==> src/rtl/max_finder_4bit.sv <==
// Per-frame peak finder: streams 4-bit samples and reports each frame's maximum and its 0-based position.
// Optional macro TIE_LAST_EN: on equal values the latest position wins (default: earliest position wins).

// state   | meaning
// COLLECT | accepting samples, tracking running max/index
// HOLD    | frame result presented on out_*, waiting for out_ready
module max_finder_4bit #(
    parameter int FRAME_LEN = 8,
    parameter int IDX_W     = 3
) (
    input  logic             clk,
    input  logic             reset,
    input  logic             in_valid,
    output logic             in_ready,
    input  logic [3:0]       in_data,
    output logic             out_valid,
    input  logic             out_ready,
    output logic [3:0]       out_max,
    output logic [IDX_W-1:0] out_idx
);

    typedef enum logic {
        COLLECT = 1'b0,
        HOLD    = 1'b1
    } state_t;

    localparam logic [IDX_W-1:0] LAST_IDX = IDX_W'(FRAME_LEN - 1);

    state_t           state_q;
    logic [IDX_W-1:0] count_q;
    logic [3:0]       run_max_q;
    logic [IDX_W-1:0] run_idx_q;
    logic [3:0]       out_max_q;
    logic [IDX_W-1:0] out_idx_q;

    logic             accept;
    logic             take;
    logic [3:0]       run_max_d;
    logic [IDX_W-1:0] run_idx_d;

    // First sample of a frame always seeds the running max, whatever was left over.
    always_comb begin
        accept = in_valid && (state_q == COLLECT);
        take   = 1'b0;
        if (count_q == '0) begin
            take = 1'b1;
        end else begin
`ifdef TIE_LAST_EN
            take = (in_data >= run_max_q);
`else
            take = (in_data > run_max_q);
`endif
        end
        run_max_d = take ? in_data : run_max_q;
        run_idx_d = take ? count_q : run_idx_q;
    end

    always_ff @(posedge clk or posedge reset) begin
        if (reset) begin
            state_q   <= COLLECT;
            count_q   <= '0;
            run_max_q <= '0;
            run_idx_q <= '0;
            out_max_q <= '0;
            out_idx_q <= '0;
        end else begin
            case (state_q)
                COLLECT: begin
                    if (accept) begin
                        run_max_q <= run_max_d;
                        run_idx_q <= run_idx_d;
                        if (count_q == LAST_IDX) begin
                            count_q   <= '0;
                            out_max_q <= run_max_d;
                            out_idx_q <= run_idx_d;
                            state_q   <= HOLD;
                        end else begin
                            count_q <= count_q + 1'b1;
                        end
                    end
                end
                HOLD: begin
                    if (out_ready) begin
                        state_q <= COLLECT;
                    end
                end
                default: state_q <= COLLECT;
            endcase
        end
    end

    assign in_ready  = (state_q == COLLECT);
    assign out_valid = (state_q == HOLD);
    assign out_max   = out_max_q;
    assign out_idx   = out_idx_q;

endmodule

==> config.mk <==
export PLATFORM = sky130hd
export DESIGN_NAME = max_finder_4bit
export DESIGN_NICKNAME = d
export VERILOG_FILES = /design/src/rtl/max_finder_4bit.sv
export SDC_FILE = /design/constraint.sdc
export NUM_CORES = 1
export LEC_CHECK = 0
export BUFFER_PORTS_ARGS = -buffer_cell sky130_fd_sc_hd__buf_4
export CORE_MARGIN = 2
export CORE_UTILIZATION = 48
export CTS_BUF_LIST = sky130_fd_sc_hd__clkbuf_4 sky130_fd_sc_hd__clkbuf_8 sky130_fd_sc_hd__clkbuf_16
export DETAILED_ROUTE_END_ITERATION = 8
export GPL_TIMING_DRIVEN = 0
export HOLD_SLACK_MARGIN = 0.06
export PLACE_DENSITY = 0.81
export SLEW_MARGIN = 5
export SYNTH_ARGS = -nofsm -noshare
export SYNTH_HDL_FRONTEND = slang
export SYNTH_SLANG_ARGS = --single-unit
==> constraint.sdc <==
create_clock -name clk -period 2.1 [get_ports clk]
set_clock_uncertainty 0.1 [all_clocks]
set_input_delay 0.105 -clock clk [delete_from_list [all_inputs] [get_ports clk]]
set_output_delay 0.105 -clock clk [all_outputs]
set_load 0.03 [all_outputs]
Word level (Yosys, flattened, before mapping)
Cells that the tools add are included.

operators by class
  add/subtract/negate cells = 1
  eq/ne operators = 1
  order comparisons = 1
  reductions and logical operators = 4
  mux-type cells = 8
  bitwise gates (word level) = 1

operator list
  cell                                          count
  two-way mux 3 bit                             2
  > comparator 4 bit                            1
  two-way mux 1 bit                             4
  two-way mux 4 bit                             1
  adder 3 x 1 -> 3 bit (second input constant)  1
  equality test 3 bit (second input constant)   1
  zero test 3 bit                               1
  AND reduction 3 bit                           1
  case mux 1 bit (2 select lines)               1
  AND reduction 2 bit                           1
  logical AND 1 bit                             1
  inverter 1 bit                                1

word-level totals
  word-level logic and storage cells = 22
  register bits after elaboration = 18
  bits of input ports = 8
  output and inout port bits = 9

Longest topological paths before layout
  depth after elaboration = 4
  mapped depth = 7
  mapped depth without buffers = 6

Worst setup path before layout
OpenSTA, ideal clock, no wires.

  path type = reg-to-reg
  from = reg run_max_q[3]
  to = reg run_max_q[0]
  required time = 1875 ps
  path slack = 143 ps
  stages on the path, launching flop included = 7
  arrival = 1733 ps
  path buffers = 0
  period minus slack after synthesis = 1957 ps
  library setup time = 125 ps
  cell sequence = dfrtp_1 > inv_1 > ha_1 > nand4_4 > o2111ai_2 > a21boi_4 > mux2_2

on the way
  cells in the longest elaborated chain, start to end = 3

ends and longest elaborated chain
  element                   line  RTL
  start: declaration        31    logic [3:0] run_max_q;
  start signal: assignment  70    run_max_q <= run_max_d;
  > comparator 4 bit        51    take = (in_data > run_max_q);
  two-way mux 1 bit         45    if (count_q == '0) begin
  two-way mux 4 bit         54    run_max_d = take ? in_data : run_max_q;

No other way between the ends.
A chain may end at the register's enable or synchronous reset.

Final worst setup path
  from = in in_data[2]
  to = reg run_max_q[1]

on the way
  cells in the longest elaborated chain, start to end = 3

ends and longest elaborated chain
  element             line  RTL
  start: declaration  15    input logic [3:0] in_data,
  > comparator 4 bit  51
  two-way mux 1 bit   45
  two-way mux 4 bit   54

No other way between the ends.

==> key figures <==
Outcome
  • Result of the run: finished, final reports clean

Die
  • Initial Util: 0.508
  • Die Area: 2460 um2
  • IO Pins: 17
  • Core ar.: 1960 um2
  • Die width: 49.6 um
  • Number of rows in the core area: 16
  • Die H: 49.6 um

Clock network
  • Number of buffers created by CTS: 3
  • Library cell used as clock root buffer: sky130_fd_sc_hd__clkbuf_4
  • TritonCTS sink count: 18
  • Worst skew pair latency: 0.30 ns
  • CTS tree: yes
  • Maximum level of the CTS H-tree: 1
  • Reg clk slew, reported paths: 0.11 ns
  • Deepest clock path buffer count: 2

Synth
  • Number of enable flip-flop cells after synthesis: 0
  • Cell area after technology mapping: 996 um2
  • Share of synthesized registers carrying an async set or reset: 1.00
  • Count of different cell masters after synthesis: 24
  • Cell type with the largest total area after synthesis: sky130_fd_sc_hd__dfrtp_1
  • Dominant synthesized flop cell: sky130_fd_sc_hd__dfrtp_1
  • Ranking of synthesized cells by area: sky130_fd_sc_hd__dfrtp_1, sky130_fd_sc_hd__ha_1, sky130_fd_sc_hd__mux2_2, sky130_fd_sc_hd__o21ai_0, sky130_fd_sc_hd__a31oi_1
  • Synth Area per Inst: 10.7 um2
  • Net count after synthesis: 108
  • Cell count after synthesis: 93
  • Seq cells post-synth: 18
  • Sequential element share of the synthesized area: 0.452
  • Number of warning messages in the yosys log: 0
  • Post-synth top area share: 0.452

Setup path
  • Cell Chain, Critical Path: dlygate4sd3_1 > buf_4 > ha_2 > nand4_4 > o2111ai_4 > a21boi_4 > mux2_2
  • Slowest stage cell on the critical path: sky130_fd_sc_hd__dlygate4sd3_1
  • Element type at the critical path end: flop
  • Startpoint-to-endpoint class of the critical path: primary input to flop
  • Startpoint type of the worst setup path: primary input
  • Largest incremental delay on the critical path: 0.54 ns
  • Crit-path max FO: 7
  • Endpoint arrival time on the critical path: 2.12 ns
  • Endpoint required time on the critical path: 2.19 ns

GRT
  • Wire length of the first global-routing pass: 3750 um
  • Number of global-route vias before repair: 797
  • Overflow left after global routing: 0
  • Antenna violations before repair: 0
  • Global routing usage summed across all routing layers: 0.200
  • Maximum number of pins on one net before global-route repair: 19

Cells and area
  • Fill cell count: 155
  • Non-Filler Cell Area, Final: 1290 um2
  • Number of antenna repair diodes: 0
  • Number of standard cells in the final layout excluding fillers: 147
  • Leading cell type in the layout, fill and taps excluded: sky130_fd_sc_hd__dfrtp_1
  • Number of nets at the end of the flow: 136
  • Utilization of the core after routing: 0.658
  • Growth of design area from synthesis to finish: 29.5%
  • Proportion of layout cells with a drive suffix above 1: 0.325
  • Most frequent cells in the layout: sky130_fd_sc_hd__dfrtp_1, sky130_fd_sc_hd__buf_4, sky130_fd_sc_hd__inv_1, sky130_fd_sc_hd__o21ai_0, sky130_fd_sc_hd__nor2_1

Detailed routing
  • Starting DRT DRC Count: 4
  • Pre-Repair DR Iteration Count: 4
  • Routed Antenna Nets: 0
  • Number of DRC violations after detailed routing: 0
  • Post-DR vias/cell: 5.65
  • Drt wl/cell: 15.7 um
  • Total wire length after detailed routing: 2310 um
  • Via count: 830

Timing
  • Minimum clock period after layout: 2.03 ns
  • Peak clock frequency supported by timing: 492 MHz
  • Number of pins with negative max-slew slack in the final report: 0
  • Worst-margin pin slew: 0.678 ns
  • Slew margin rel.: 0.548
  • Post-route clock period utilization: 0.969
  • Hold Violations, Final: 0
  • Finish-stage setup viols: 0

Job
  • Count of max-cap constraint violations: 0

Pwr
  • Leak pwr: 0.586 nW
  • Power Density: 1640 nW/um2
  • Peak supply drop: 0.765 mV

Place
  • Standard cell area after detailed placement: 1150 um2
  • Count of placed standard cells including taps: 136
  • Last weighted congestion value of the routability-driven placer: 0.800
  • Count of buffers inserted at the top-level ports: 16
  • Estimated wirelength of the detail-placed design: 1540 um

Hold path
  • Hold crit path type: primary input to flop
layer usage:
metal,share of wire,GRT usage
met1,0.43,0.247
met2,0.53,0.356
met3,0.032,0.0273
met4,0.011,0.0694
met5,0,0
power breakdown:
group	internal [mW]	switching [mW]	leakage, nW
Clock	0.106	0.113	0.0210
Combinational	0.543	0.709	0.350
Sequential	0.519	0.127	0.214
cell usage after synthesis (2+ instances only):
library cell              number
sky130_fd_sc_hd__ha_1          7
sky130_fd_sc_hd__mux2_2        7
sky130_fd_sc_hd__o21ai_0      10
sky130_fd_sc_hd__and2_1        2
sky130_fd_sc_hd__buf_2         2
sky130_fd_sc_hd__nand2_1       2
sky130_fd_sc_hd__inv_1        10
sky130_fd_sc_hd__a31oi_1       7
sky130_fd_sc_hd__nor2_1        8
sky130_fd_sc_hd__dfrtp_1      18
sky130_fd_sc_hd__nand3_1       7
final timing paths:
check	to	cells after the start	from	slack [ns]
max reg2reg	run_max_q[1]	6	run_max_q[3]	0.08
min reg2reg	run_idx_q[0]	1	run_idx_q[0]	0.42
min in group asynchronous	count_q[2]	3	reset	0.36
max	run_max_q[1]	7	in_data[2]	0.07
max in group asynchronous	run_max_q[2]	3	reset	1.11
min	count_q[0]	5	in_valid	0.29
metrics by stage:
step	hold slack, ns	TNS [ns]	setup slack [ns]	total power [mW]
floorplan	-0.0564	0	0.143	1.47
global placement	0.145	-0.292	-0.0517	1.72
detailed placement	0.154	-0.632	-0.109	1.79
CTS	0.295	0	0.0227	2.06
global route	0.334	-0.0243	-0.0105	2.26
finish	0.293	0	0.0657	2.12
worst max-delay path, delay by kind of cell:
family          cells  cell delay, ns
buf+inv             2            0.69
compound gates      2            0.45
mux                 1            0.37
fa+ha+maj           1            0.33
simple gates        1            0.16
area by class of cell:
type / instances / area (um2) / share of cell area
multi-input cells: 62 / 531 / 0.411
clock buffers: 4 / 36.3 / 0.0281
repair buffers: 23 / 188 / 0.145
flip-flops and latches: 18 / 450 / 0.349
well taps: 27 / 33.8 / 0.0262
plain buffers: 3 / 13.8 / 0.0107
inverters: 10 / 37.5 / 0.0291
flip-flops by register name, summed over array words and instances (netlist names):
signal	count
out_idx	3
run_max_q	4
run_idx_q	3
count_q	3
out_valid	1
out_max	4
cell families after synthesis:
| kind of cell | after synthesis | share of synthesized area |
|---|---|---|
| adder cells (fa/ha/maj) | 7 | 0.0879 |
| flip-flops | 18 | 0.452 |
| buffers and inverters | 13 | 0.0515 |
| multiplexers | 7 | 0.0792 |
| AO/OA/AOI/OAI | 26 | 0.207 |
| AND/OR/NAND/NOR | 22 | 0.122 |
timing repair:
action,4_1_cts,5_1_grt
setup buffers,1,0
hold buffers,6,0
hold endpoints to repair,27,0
pin swaps,2,1
setup endpoints to repair,6,6
resized for setup,2,3
Power figures use the tool's default switching activity.
